### config.mk
export PLATFORM = sky130hd
export DESIGN_NAME = aes_roundtrip_sequencer_flat
export DESIGN_NICKNAME = d
export VERILOG_FILES = /design/src/rtl/aes_pkg.sv /design/src/rtl/aes_roundtrip_sequencer_if.sv /design/src/rtl/aes_round_counter.sv /design/src/rtl/aes_roundtrip_sequencer.sv /design/src/flat_wrapper.sv
export SDC_FILE = /design/constraint.sdc
export NUM_CORES = 1
export LEC_CHECK = 0
export ABC_CLOCK_PERIOD_IN_PS = 1650
export CAP_MARGIN = 20
export CORE_AREA = 2 2 258 260
export CTS_BUF_LIST = sky130_fd_sc_hd__clkbuf_8
export DETAILED_ROUTE_END_ITERATION = 16
export DIE_AREA = 0 0 260 262
export HOLD_SLACK_MARGIN = 0.1
export PLACE_DENSITY = 0.57
export SLEW_MARGIN = 5
export SYNTH_ARGS = -nofsm -noshare
export SYNTH_HDL_FRONTEND = slang
export SYNTH_SLANG_ARGS = --single-unit
export TNS_END_PERCENT = 20
### constraint.sdc
create_clock -name clk -period 1.65 [get_ports clk]
set_input_delay 0.165 -clock clk [delete_from_list [all_inputs] [get_ports clk]]
set_output_delay 0.165 -clock clk [all_outputs]
set_load 0.03 [all_outputs]
### src/rtl/aes_pkg.sv
// Shared definitions for the AES round-trip sequencer: mode encoding, round and key-word
// counts, FSM state encoding and the common datapath types.
package aes_pkg;

   localparam logic [1:0] MODE_128     = 2'd0;
   localparam logic [1:0] MODE_192     = 2'd1;
   localparam logic [1:0] MODE_256     = 2'd2;
   localparam logic [1:0] MODE_ILLEGAL = 2'd3;

   localparam int NR_128 = 10;
   localparam int NR_192 = 12;
   localparam int NR_256 = 14;

   localparam int NK_128 = 4;
   localparam int NK_192 = 6;
   localparam int NK_256 = 8;

   typedef enum logic [1:0] {
      ST_IDLE = 2'd0,
      ST_ENC  = 2'd1,
      ST_DEC  = 2'd2,
      ST_RESP = 2'd3
   } seq_state_e;

   typedef logic [3:0]   round_t;
   typedef logic [127:0] block_t;

endpackage

### src/rtl/aes_roundtrip_sequencer_if.sv
// Request, response and core-control bundle of the AES round-trip sequencer.
// slave = the sequencer itself; master = host front end plus the core datapath.
interface aes_roundtrip_sequencer_if;
   import aes_pkg::*;

   logic       req_valid;
   logic       req_ready;
   logic [1:0] req_mode;
   block_t     req_state;

   logic [1:0] core_sel;
   logic       core_enc_en;
   logic       core_dec_en;
   logic       core_start;
   round_t     core_round;
   block_t     core_din;
   block_t     core_dout;

   logic       resp_valid;
   logic       resp_ready;
   block_t     resp_cipher;
   block_t     resp_plain;
   logic       resp_match;
   logic       resp_err;

   modport slave (
      input  req_valid, req_mode, req_state, core_dout, resp_ready,
      output req_ready, core_sel, core_enc_en, core_dec_en, core_start, core_round,
             core_din, resp_valid, resp_cipher, resp_plain, resp_match, resp_err
   );

   modport master (
      output req_valid, req_mode, req_state, core_dout, resp_ready,
      input  req_ready, core_sel, core_enc_en, core_dec_en, core_start, core_round,
             core_din, resp_valid, resp_cipher, resp_plain, resp_match, resp_err
   );

endinterface

### src/rtl/aes_round_counter.sv
// Round counter shared by the ENC and DEC passes: load latches the job's round count and
// restarts at 0, clr restarts at 0, inc steps; tc flags the final round (round == nr).
module aes_round_counter
   import aes_pkg::*;
(
   input  logic   clk,
   input  logic   rst_n,
   input  logic   load,
   input  logic   clr,
   input  logic   inc,
   input  round_t nr_in,
   output round_t round,
   output logic   tc
);

   round_t round_reg;
   round_t nr_reg;

   always_ff @(posedge clk or negedge rst_n) begin
      if (!rst_n) begin
         round_reg <= '0;
         nr_reg    <= '0;
      end else if (load) begin
         nr_reg    <= nr_in;
         round_reg <= '0;
      end else if (clr) begin
         round_reg <= '0;
      end else if (inc) begin
         round_reg <= round_reg + 4'd1;
      end
   end

   assign round = round_reg;
   assign tc    = (round_reg == nr_reg);

endmodule

### src/rtl/aes_roundtrip_sequencer.sv
// Owns the shared AES cores for one job: ENC rounds 0..nr, then DEC rounds 0..nr, then response.
// Define AES_SEQ_ROUNDTRIP_EN to include the decrypt pass; without it the job ends after ENC.
module aes_roundtrip_sequencer #(
   parameter int NR_128 = 10,
   parameter int NR_192 = 12,
   parameter int NR_256 = 14
) (
   input logic                      clk,
   input logic                      rst_n,
   aes_roundtrip_sequencer_if.slave bus
);
   import aes_pkg::*;

   localparam logic [1:0] IDLE = ST_IDLE;
   localparam logic [1:0] ENC  = ST_ENC;
`ifdef AES_SEQ_ROUNDTRIP_EN
   localparam logic [1:0] DEC  = ST_DEC;
`endif
   localparam logic [1:0] RESP = ST_RESP;

   logic [1:0] state_reg, state_next;
   logic [1:0] mode_reg;
   block_t     pt_reg, ct_reg, plain_reg;
   logic       match_reg, err_reg;
   round_t     nr_sel, round;
   logic       tc, enc_active, dec_active, accept, illegal;

   assign illegal    = (bus.req_mode == MODE_ILLEGAL);
   assign accept     = (state_reg == IDLE) && bus.req_valid;
   assign enc_active = (state_reg == ENC);
`ifdef AES_SEQ_ROUNDTRIP_EN
   assign dec_active = (state_reg == DEC);
`else
   assign dec_active = 1'b0;
`endif

   always_comb begin
      case (bus.req_mode)
         MODE_128: nr_sel = round_t'(NR_128);
         MODE_192: nr_sel = round_t'(NR_192);
         MODE_256: nr_sel = round_t'(NR_256);
         default:  nr_sel = '0;
      endcase
   end

   aes_round_counter u_round_counter (
      .clk   (clk),
      .rst_n (rst_n),
      .load  (accept && !illegal),
      .clr   ((enc_active || dec_active) && tc),
      .inc   ((enc_active || dec_active) && !tc),
      .nr_in (nr_sel),
      .round (round),
      .tc    (tc)
   );

   always_comb begin
      state_next = state_reg;
      case (state_reg)
         IDLE: if (bus.req_valid) state_next = illegal ? RESP : ENC;
`ifdef AES_SEQ_ROUNDTRIP_EN
         ENC:  if (tc) state_next = DEC;
         DEC:  if (tc) state_next = RESP;
`else
         ENC:  if (tc) state_next = RESP;
`endif
         RESP: if (bus.resp_ready) state_next = IDLE;
         default: state_next = IDLE;
      endcase
   end

   // Response registers are cleared on accept so an illegal job reports zeros, not stale data.
   always_ff @(posedge clk or negedge rst_n) begin
      if (!rst_n) begin
         state_reg <= IDLE;
         mode_reg  <= '0;
         pt_reg    <= '0;
         ct_reg    <= '0;
         plain_reg <= '0;
         match_reg <= 1'b0;
         err_reg   <= 1'b0;
      end else begin
         state_reg <= state_next;
         if (accept) begin
            mode_reg  <= bus.req_mode;
            pt_reg    <= bus.req_state;
            ct_reg    <= '0;
            plain_reg <= '0;
            match_reg <= 1'b0;
            err_reg   <= illegal;
         end
         if (enc_active && tc) ct_reg <= bus.core_dout;
`ifdef AES_SEQ_ROUNDTRIP_EN
         if (dec_active && tc) begin
            plain_reg <= bus.core_dout;
            match_reg <= (bus.core_dout == pt_reg);
         end
`endif
      end
   end

   assign bus.req_ready   = (state_reg == IDLE);
   assign bus.core_sel    = mode_reg;
   assign bus.core_enc_en = enc_active;
   assign bus.core_dec_en = dec_active;
   assign bus.core_round  = (enc_active || dec_active) ? round : '0;
   assign bus.core_start  = (enc_active || dec_active) && (round == '0);
   assign bus.core_din    = enc_active ? pt_reg : (dec_active ? ct_reg : '0);
   assign bus.resp_valid  = (state_reg == RESP);
   assign bus.resp_cipher = ct_reg;
   assign bus.resp_plain  = plain_reg;
   assign bus.resp_match  = match_reg;
   assign bus.resp_err    = err_reg;

endmodule

### src/flat_wrapper.sv
// flat-port wrapper written by rule: the top's interface ports become plain ports
module aes_roundtrip_sequencer_flat import aes_pkg::*;
#(
   parameter int NR_128 = 10,
   parameter int NR_192 = 12,
   parameter int NR_256 = 14
)
  (clk, rst_n, bus_req_valid, bus_req_mode, bus_req_state, bus_core_dout, bus_resp_ready, bus_req_ready, bus_core_sel, bus_core_enc_en, bus_core_dec_en, bus_core_start, bus_core_round, bus_core_din, bus_resp_valid, bus_resp_cipher, bus_resp_plain, bus_resp_match, bus_resp_err);
  aes_roundtrip_sequencer_if bus_i ();
  input logic clk;
  input logic rst_n;
  input wire logic [$bits(bus_i.req_valid)-1:0] bus_req_valid;
  input wire logic [$bits(bus_i.req_mode)-1:0] bus_req_mode;
  input wire logic [$bits(bus_i.req_state)-1:0] bus_req_state;
  input wire logic [$bits(bus_i.core_dout)-1:0] bus_core_dout;
  input wire logic [$bits(bus_i.resp_ready)-1:0] bus_resp_ready;
  output wire logic [$bits(bus_i.req_ready)-1:0] bus_req_ready;
  output wire logic [$bits(bus_i.core_sel)-1:0] bus_core_sel;
  output wire logic [$bits(bus_i.core_enc_en)-1:0] bus_core_enc_en;
  output wire logic [$bits(bus_i.core_dec_en)-1:0] bus_core_dec_en;
  output wire logic [$bits(bus_i.core_start)-1:0] bus_core_start;
  output wire logic [$bits(bus_i.core_round)-1:0] bus_core_round;
  output wire logic [$bits(bus_i.core_din)-1:0] bus_core_din;
  output wire logic [$bits(bus_i.resp_valid)-1:0] bus_resp_valid;
  output wire logic [$bits(bus_i.resp_cipher)-1:0] bus_resp_cipher;
  output wire logic [$bits(bus_i.resp_plain)-1:0] bus_resp_plain;
  output wire logic [$bits(bus_i.resp_match)-1:0] bus_resp_match;
  output wire logic [$bits(bus_i.resp_err)-1:0] bus_resp_err;
  assign bus_i.req_valid = bus_req_valid;
  assign bus_i.req_mode = bus_req_mode;
  assign bus_i.req_state = bus_req_state;
  assign bus_i.core_dout = bus_core_dout;
  assign bus_i.resp_ready = bus_resp_ready;
  assign bus_req_ready = bus_i.req_ready;
  assign bus_core_sel = bus_i.core_sel;
  assign bus_core_enc_en = bus_i.core_enc_en;
  assign bus_core_dec_en = bus_i.core_dec_en;
  assign bus_core_start = bus_i.core_start;
  assign bus_core_round = bus_i.core_round;
  assign bus_core_din = bus_i.core_din;
  assign bus_resp_valid = bus_i.resp_valid;
  assign bus_resp_cipher = bus_i.resp_cipher;
  assign bus_resp_plain = bus_i.resp_plain;
  assign bus_resp_match = bus_i.resp_match;
  assign bus_resp_err = bus_i.resp_err;
  aes_roundtrip_sequencer #(.NR_128(NR_128), .NR_192(NR_192), .NR_256(NR_256)) u_core (.clk(clk), .rst_n(rst_n), .bus(bus_i));
endmodule
# Yosys cells after proc, flatten, opt, wreduce, memory -nomap -nowiden
# Index checks and enable logic that the tools add are counted.
word_totals:
  elab_cells: 43
  ff_bits: 269
  in_bits: 262
  output_inout_bits: 397
classes:
  reduce_logical: 13
  mux: 13
  addsub: 1
  n_eq_ne: 9
op_table:
  columns: ["op", "n"]
  rows:
  - ["128-bit 2-to-1 mux", 3]
  - ["4-bit 2-to-1 mux", 4]
  - ["4-bit case mux with 3 select lines", 1]
  - ["2-bit 2-to-1 mux", 4]
  - ["2-bit == test (second input constant)", 3]
  - ["2-bit case mux with 3 select lines", 1]
  - ["1-bit logical AND", 5]
  - ["4-bit by 1-bit adder with 4-bit output (second input constant)", 1]
  - ["2-bit by 1-bit == test with 1-bit output (second input constant)", 2]
  - ["4-bit == test", 1]
  - ["2-bit zero test", 2]
  - ["4-bit zero test", 1]
  - ["2-bit inequality test (second input constant)", 2]
  - ["3-bit AND reduction", 1]
  - ["3-bit nonzero test", 1]
  - ["1-bit zero test", 2]
  - ["2-bit by 1-bit inequality test with 1-bit output (second input constant)", 1]
  - ["2-bit nonzero test", 1]

# Logic depth before layout (Yosys ltp)
# Gate-level depths: netlist (run 1).
logic_depth:
  ltp_word: 6
  ltp_mapped: 7
  ltp_nobuf: 5

# Modules after synthesis
# A second synthesis (run 1) with hierarchy kept.
hier_totals:
  hier_cells: 1318
  area_unflattened_um2: 13857.0
modules_own_cells:
  columns: ["module", "n_inst", "cells_each", "seq_area_each_um2", "area_each_um2"]
  rows:
  - ["aes_roundtrip_sequencer", 1, 1288, 6531.3, 13469.2]
  - ["aes_round_counter", 1, 30, 200.2, 387.9]

# Worst setup path before layout (run 1)
# No wires, ideal clock.
synth_timing:
  kind: "reg2out"
  startpoint: "register u_core.state_reg[1]"
  endpoint: "output bus_core_start"
  path_stages_with_launch: 3
  required_ps: 1485
  path_buffers: 0
  slack_ps: -200
  t_arrival_ps: 1685
  path_cell_list: "dfrtp_1 -> nand2b_1 -> nor4b_1"
synth_via:
  elab_chain_len: 2
synth_rtl:
  columns: ["item", "line_no", "rtl"]
  rows:
  - ["start, declared", "aes_roundtrip_sequencer.sv:21", "logic [1:0] state_reg, state_next;"]
  - ["start signal, assigned", "aes_roundtrip_sequencer.sv:83", "state_reg <= state_next;"]
  - ["2-bit by 1-bit == test with 1-bit output", "aes_roundtrip_sequencer.sv:30", "assign enc_active = (state_reg == ENC);"]
  - ["1-bit logical AND", "aes_roundtrip_sequencer.sv:107", "assign bus.core_start = (enc_active || dec_active) && (round == '0);"]
  - ["end, declared", "flat_wrapper.sv:21", "output wire logic [$bits(bus_i.core_start)-1:0] bus_core_start;"]
# No other way between the ends.

# Final worst setup path (run 1)
layout_timing:
  startpoint: "register u_core.state_reg[1]"
  endpoint: "output bus_core_din[80]"
layout_via:
  elab_chain_len: 2
layout_rtl:
  columns: ["item", "line_no", "rtl"]
  rows:
  - ["2-bit by 1-bit == test with 1-bit output", "aes_roundtrip_sequencer.sv:30", null]
  - ["128-bit 2-to-1 mux", "aes_roundtrip_sequencer.sv:108", "assign bus.core_din = enc_active ? pt_reg : (dec_active ? ct_reg : '0);"]
  - ["end, declared", "flat_wrapper.sv:23", "output wire logic [$bits(bus_i.core_din)-1:0] bus_core_din;"]
# No other way between the ends.

==> results of run 1 <==
[how the worst min path moves through the flow]
stage	from	to	slack (ps)	cells past startpoint
final	bus_core_dout[10]	u_core.bus.resp_cipher[10]	150	3
after detailed placement	rst_n	u_core.pt_reg[6]	140	1
after global routing	bus_req_state[12]	u_core.pt_reg[12]	110	2
after global placement	rst_n	u_core.pt_reg[6]	130	1
after CTS	bus_core_dout[4]	u_core.bus.resp_cipher[4]	100	3
after floorplan	rst_n	u_core.bus.core_sel[0]	-130	0
[critical path, delay by kind of cell, from the launching register on]
family                 cells  cell delay [ps]
and+or+nand+nor            2              400
DFF                        1              390
buffers and inverters      3              470
[cell type report]
| class | count | share of cell area (%) |
|---|---|---|
| sequential | 268 | 30.37 |
| multi-input combinational | 821 | 22.94 |
| timing repair inverter | 2 | 0.07930 |
| timing repair buffer | 792 | 37.45 |
| antenna | 1 | 0.01133 |
| clock inverter | 27 | 0.5325 |
| clock buffer | 57 | 3.552 |
| tap | 864 | 4.894 |
| inverter | 6 | 0.1756 |
[per-stage QoR]
stage / cell area, um^2 / total power [W]
5_1_grt: 22090 / 0.04836
6_report: 22090 / 0.04555
3_5_place_dp: 18580 / 0.03747
4_1_cts: 21780 / 0.04547
2_1_floorplan: 12970 / 0.02632
3_3_place_gp: 18580 / 0.03713
[metal layers]
| metal | global-route usage, % | part of all wire, % | vias up |
|---|---|---|---|
| li1 | - | - | 5202 |
| met1 | 13.52 | 37 | 5351 |
| met2 | 21.91 | 50 | 511 |
| met3 | 4.803 | 10 | 76 |
| met4 | 4.103 | 2.4 | 0 |
| met5 | 0 | 0 | - |
[repair_timing]
item,CTS,global route
hold endpoints to repair,445,1
pin swaps,7,12
hold buffers,179,1
resized for setup,233,142
endpoints found under the setup margin,420,474
gates cloned,4,1
buffers inserted,10,1
[cells by family (layout without fill, tap and decap cells)]
group	after synthesis	after routing
compound gates	142	142
xor+xnor	4	4
fa+ha+maj	6	6
buf+inv	223	884
flops	268	268
mux	129	129
other cells	1	131
simple gates	410	410
[cells in the final DEF (no fill, tap or decap), types with 2 or more instances in the layout]
cell and count:
clkdlybuf4s50_1 260, clkinv_2 5, conb_1 130, clkdlybuf4s15_2 2
dlygate4sd3_1 179, buf_8 3, nand3_1 127, dlymetal6s2s_1 43
mux2_2 129, nand2_1 133, ha_1 6, dlygate4sd2_1 64
a21oi_1 2, nand3_2 2, buf_16 6, clkdlybuf4s15_1 22
o21ai_1 86, nor2_1 7, dfrtp_1 267, and2_2 8
buf_4 93, and2_1 60, inv_6 4, o21ai_0 46
clkbuf_8 57, buf_6 89, buf_12 30, xor2_1 3
inv_1 25, and2_4 64
[power by group]
part | switching [W] | internal [W]
Clock | 0.00287 | 0.00312
Combinational | 0.0158 | 0.0120
Sequential | 0.00180 | 0.00999
==> results, run 1 <==
- The synthesized netlist devotes 0.2809% of its cell area to XOR and XNOR gates.
- The critical path class is register to output pin.
- The cell accounting for the most synthesized area is dfrtp_1.
- At the placement stage, the worst setup path has a slack of -274.0 ps.
- The die span in x is around 260 um.
- Summed over its instances, the top area cell type makes up 53.77% of the synthesized netlist area.
- The synthesis-stage register bit count is 268.
- The length in cells of the worst reg-to-reg path is 6.
- The minimum setup slack in the final design is -418.8 ps.
- After synthesis, the largest family of logic cells by area is simple AND/OR/NAND/NOR gates.
- In this run the critical register-to-register path is captured at u_core.u_round_counter.round[2].
- The TritonCTS clock tree is yes.
- The synthesized area is ~12000 um^2.
- The sort of element at the end of the critical path is an output pin.
- The number of global-route vias before repair came to about 12k.
- The fraction of the mapped netlist area in simple logic gates is 16.60%.
- After synthesis, the share of flip-flops with an asynchronous set or reset is 100.0%.
- The number of slew-limit violations in the final report came to 0.
- Setup violations remaining at the end of the flow were counted as 402.
- The required time at the worst-slack endpoint is approximately 1500 ps.
- Entering global routing, the biggest net connects 76 pins.
- Dividing the synthesized area by the synthesized cell count gives ~11 um^2.
- The longest individual stage delay on the worst path is 390 ps.
- Once placement completed, the tool counted placed cells totaling between 2k and 3k.
- At the end of routability-driven placement, the weighted congestion stood at between 0.7 and 0.8.
- The kind of start point of the critical path is a register.
- The post-synthesis share of cell area spent on full adders, half adders and majority gates is less than 1%.
- The min-delay analysis places its worst path in the category input pin to register.
- In this run the power density over the cells is 2062 nW/um^2.
- During placement, the flow inserted port buffers numbering 528.
- Excluding fillers, the count of instances in the completed layout stands at between 2k and 3k.
- After detailed routing, the total wire length is 45.11 mm.
- Ranked by instance count, the synthesized netlist is headed by 268 x dfrtp_1, 133 x nand2_1, 132 x and2_1, 130 x buf_4.
- The endpoint arrival time on the critical path is 1900 ps.
- After detailed routing, the average wire length per cell comes to 15.90 um.
- The peak ir drop on the vdd network is approximately 1300 uV.
- The placeable core area is 65280 um^2.
- The number of top-level pins is 659.
- The H-tree generated during clock tree synthesis spans 2 levels.
- The y dimension of the die is approximately 260 um.
- The clock arrives with 29.66 ps of skew.
- The root cell of the clock tree is clkbuf_8.
- The number of failing hold endpoints at the final stage is 0.
- The detail-routed via count per cell is 3.925.
- The top achievable clock speed is 483.4 MHz.
- The area of the die is 68120 um^2.
- The post-route DRC violation count is 0.
- The source of the critical timing path is u_core.state_reg[1].
- The number of warnings issued by yosys is 0.
- In this run, the number of DRC markers left after iteration 0 of detailed routing was 650.
- The checks that failed: setup timing.
- The critical-path cell with the highest stage delay is dfrtp_1.
- The number of buffers created by CTS is 50.
- The sequential cells in the finished layout cover a total of 6708 um^2.
- For this design, the sink count on the clock tree is 268.
- The critical path capture point is bus_core_din[80].
- The clock insertion delay at the later pin of the skew report is around 620 ps.
- The start of the worst register-to-register path is u_core.state_reg[0].
- The number of antenna violations at the first check in global routing is 1.
- The first global-routing pass estimated approximately 66 mm of wire.
- For this run the aggregate overflow at the end of global routing stands at 0.
- Across all layers, the routed design uses 11.14k vias.
- The flow ran to the end, but the final reports show violations.
- The initial cell density of the core is around a fifth.
- The share of the yosys chip area belonging to registers is 53.77%.
- The first TritonRoute pass finished after 5 iterations.
- The compound-gate portion of the synthesized area is 5.899%.
- Cells fill 33.84% of the core in the end.
- The final critical path takes up 125.4% of the cycle.
- Relative to the synthesized area, the layout overhead comes to 77.11%.
- The clock passes through at most 3 buffers.
- The placed wire-length estimate is 30.79 mm.
- The sum of negative setup slack is -90990 ps.
- By instance count, the leading cell after synthesis is dfrtp_1.
- The maximum net fanout on the critical path is 17.
- By area the synthesized netlist is led by dfrtp_1 54%, mux2_2 12%, buf_4 7.8%.
- Setup repair after global routing could not meet its margin everywhere.
- The leakage power summed over all cells is 10.62 nW.
- For this run, the total global-route usage over all layers was measured as 12.37%.
- The number of flops mapped to enable cells by yosys is 0.
- The unique cell type count in the Yosys netlist is 29.
- Hold is met by 147.4 ps.
- Once detail routing completed, the nets flagged for antenna violations numbered 0.
- Among all flip-flop cells after synthesis, the most frequent one is dfrtp_1.
- The signal on the critical path passes through nand2b_4, inv_16, buf_16, and2_1, buf_6.
- The post-route netlist has 25.44% of its cells at a drive strength greater than 1.
- The minimum setup slack among reg-to-reg paths is -270 ps.
- After synthesis, the share of cell area in mux cells is 11.65%.
- The placement row count is 94.
- The net count reported at finish is 2209.
- The filler cells instantiated in the layout total about 6.5k.
- In the final layout, the multi-input gates occupy 5067 um^2.
- The smallest clock period supported by the final layout is computed as 2069 ps.
- The number of maximum-capacitance constraint violations is 0.
- The clock transition at the register clock pins on the worst setup and hold paths after CTS is 60 ps.
- The synthesized instance count is 1183.
No activity file was read; power rests on OpenSTA's default activity.
==> inputs of run 2 (changes only) <==
Settings changed: PLACE_DENSITY 0.57 to not set.
==> run 2 against run 1 <==
- the flow still finishes with violations (setup timing)
- worst setup slack worse by 2.1 ps
- largest power group unchanged
- first-iteration DRC count rose by 4.2%
- core utilization grew 0.31 points
- die area stayed put
==> results, run 2 (same netlist as run 1, synthesis figures left out) <==
- The worst hold path depth came to 3 (unchanged).
- The total vias in the final route is 11.20k (+0.57%).
- The maximum net fanout on the critical path is 14 (-3).
- The final critical delay including setup and external delays came to 2071 ps (+2.133 ps).
- The number of global-route vias before repair is 11.82k (-0.56%).
- The first-pass GRT wire length is 66.51 mm (+0.37%).
- From synthesis to final layout, the design area changed by 78.72%.
- The routed wire length is 44.80 mm (-0.69%).
- The longest individual stage delay on the worst path is 430 ps (+40 ps).
- The DRC marker count from the first detailed-route iteration is 677 (+4.2%).
- The y dimension of the die is 262 um (unchanged).
- The root cell of the clock tree is clkbuf_8.
- The number of fillers in the final layout was 6441 (-0.59%).
- The placement row count came to 94 (unchanged).
- The buffer levels on the longest clock path is 3 (unchanged).
- The worst hold path terminates at u_core.bus.resp_cipher[125].
- The capture point of the worst reg-to-reg path is u_core.bus.resp_cipher[126].
- The number of antenna violations at the first check in global routing is 4 (+3).
- The initial cell density of the core came to 19.11% (unchanged).
- The clock transition at the register clock pins on the worst setup and hold paths after CTS is 60 ps (about the same).
- The placeable core area is 65280 um^2 (unchanged).
- The required time at the worst-slack endpoint is 1480 ps (about the same).
- The global-route usage over all layers is 12.40% (+0.026 points).
- The run finished, with violations left.
- The instance count after placement with tap cells included is 2551 (-0.27%).
- The post-route fraction of the period consumed by the critical path is 125.5% (+0.13 points).
- The worst setup timing slack at the placement stage is -231.1 ps (+42.92 ps).
- The placed wire-length estimate is 31.08 mm (+0.93%).
- The number of failing hold endpoints at the final stage is 0 (unchanged).
- The count of input and output buffers is 528 (unchanged).
- The number of nets with antenna violations after routing came to 0 (unchanged).
- The endpoint arrival time on the critical path was 1910 ps (about the same).
- The number of slew-limit violations in the final report is 0 (unchanged).
- The critical path class is register to output pin.
- The start of the worst register-to-register path is u_core.u_round_counter.nr_reg[3].
- The setup-violating endpoint count in the final report came to 381 (-5.2%).
- The number of H-tree levels is 2 (unchanged).
- The minimum setup slack among reg-to-reg paths is -220 ps (+50 ps).
- The aggregate global routing overflow is 0 (unchanged).
- The worst setup skew after layout was 47.13 ps (+17.46 ps).
- The die span in x is 260 um (unchanged).
- The top achievable clock speed is 482.9 MHz (-0.10%).
- The net count reported at finish is 2197 (-0.54%).
- The minimum setup slack in the final design is -420.9 ps (-2.133 ps).
- Setup repair after global routing could not meet its margin everywhere.
- The maximum number of pins on one net before global-route repair is 91 (+20%).
- The pin slew with the least headroom to its limit is 566.3 ps.
- The power per cell area is 2116 nW/um^2 (+2.6%).
- The count of buffering cells on the critical path with inverters included is 4 (+1).
- The number of standard cells in the layout, taps in and fillers out is 2829 (-0.32%).
- The critical-path cell with the highest stage delay is dfrtp_2.
- The leakage power summed over all cells is 10.28 nW (-3.2%).
- The worst slew margin relative to its limit is 62.25%.
- The area of the die is 68120 um^2 (unchanged).
- The final reports fail on setup timing.
- The number of maximum-capacitance constraint violations is 0 (unchanged).
- The register cell area after layout is 6708 um^2 (unchanged).
- The layout cell share with drive strength beyond 1 was 26.81% (+1.4 points).
- The startpoint identified for the worst hold timing path is bus_core_dout[125].
- The detail-routed via count per cell is 3.960 (+0.89%).
- The sum of negative setup slack was -73790 ps (+17190 ps).
- The worst setup path is launched from a register.
- The number of buffers created by CTS was 50 (unchanged).
- The sort of element at the end of the critical path is an output pin.
- The number of clock sinks seen by CTS is 268 (unchanged).
- The final RePlAce weighted congestion is 0.7956 (-0.20%).
- In the layout the commonest cells are 267 x dfrtp_1, 260 x clkdlybuf4s50_1, 175 x dlygate4sd3_1, 133 x nand2_1, 130 x conb_1.
- The TritonCTS clock tree is yes.
- The worst hold path belongs to the class input pin to register.
- The multi-input gate area in the final layout is 5147 um^2 (+1.6%).
- The mean routed wirelength per cell was 15.84 um (-0.37%).
- The total chip power is 0.04717 W (+3.6%).
- The most numerous cell type found on the critical path is buf_12.
- The count of cell instances traversed by the critical path is 6 (+1).
- The critical path goes through nand2b_4, clkinv_8, buf_12, buf_12, and2_1, buf_6.
- The detailed-routing iteration count for the pre-antenna-repair pass was 4 (-1).
- The top cell family by delay on the critical path is buffers and inverters.
- The commonest non-fill, non-tap cell in the layout is dfrtp_1.
- The length in cells of the worst reg-to-reg path is 6 (unchanged).
- The number of top-level pins is 659 (unchanged).
- The peak ir drop on the vdd network came to 1228 uV (-5.4%).
- The clock insertion delay at the later pin of the skew report is 630 ps (about the same).
- The post-route DRC violation count is 0 (unchanged).
-- run 2: cell count changes in the layout (fill, tap and decap cells not counted), moves of 12 or more --
cell / before / now
clkdlybuf4s15_1: 22 / 7
and2_1: 60 / 34
buf_6: 89 / 102
buf_12: 30 / 49
dlygate4sd2_1: 64 / 122
buf_4: 93 / 52
o21ai_0: 46 / 34
o21ai_1: 86 / 99
dlymetal6s2s_1: 43 / 0
and2_4: 64 / 96
-- run 2: how the worst max path moves through the flow --
stage	slack (ps)	endpoint	start
detailed placement	-230	u_core.bus.resp_cipher[42]	bus_req_valid
CTS	-520	bus_core_din[81]	u_core.state_reg[1]
global route	-510	bus_core_din[112]	u_core.state_reg[0]
global placement	-250	u_core.bus.resp_cipher[37]	bus_req_valid
finish	-420	bus_core_din[115]	u_core.state_reg[0]
floorplan	-90	bus_core_din[116]	u_core.state_reg[1]
-- run 2: cell type report --
type | instances | area share (%)
multi-input combinational | 821 | 23.09
antenna | 3 | 0.03368
sequential | 268 | 30.09
timing repair buffer | 782 | 37.27
inverter | 6 | 0.1684
clock inverter | 21 | 0.5445
tap | 864 | 4.850
clock buffer | 64 | 3.952
-- run 2: per-stage QoR --
step                      utilization (%)  area (um^2)  hold WS (ps)
after floorplan                         -        12970        -130.6
after global placement              28.69        18730         132.0
after detailed placement            28.69        18730         132.5
after CTS                           33.76        22040         100.3
after global routing                34.15        22290         122.0
final                               34.15        22290         166.4
-- run 2: power breakdown --
part	switching, W	internal (W)
sequential	0.00190	0.00999
combinational	0.0159	0.0129
clock	0.00291	0.00361
-- run 2: what timing repair did --
action                                  in CTS  in global routing
hold endpoints to repair                   440                  1
buffers inserted                             6                  4
gates resized for setup                    364                 53
pin swaps                                   39                 20
cloned                                       3                  3
hold buffers                               174                  1
endpoints found under the setup margin     396                399
-- run 2: tightest hold or removal path, cell delays in order --
cell,delay [ps]
clkdlybuf4s50_1,420
nand3_1,70
o21ai_1,60
-- run 2: layer usage --
layer	part of all wire, %	global-route usage (%)	vias to the layer above	wire (um)
li1	-	-	5180	-
met1	37	13.55	5425	16630
met2	50	21.50	511	22210
met3	10	5.054	85	4591
met4	3.0	4.709	2	1363
met5	0.025	0	-	11
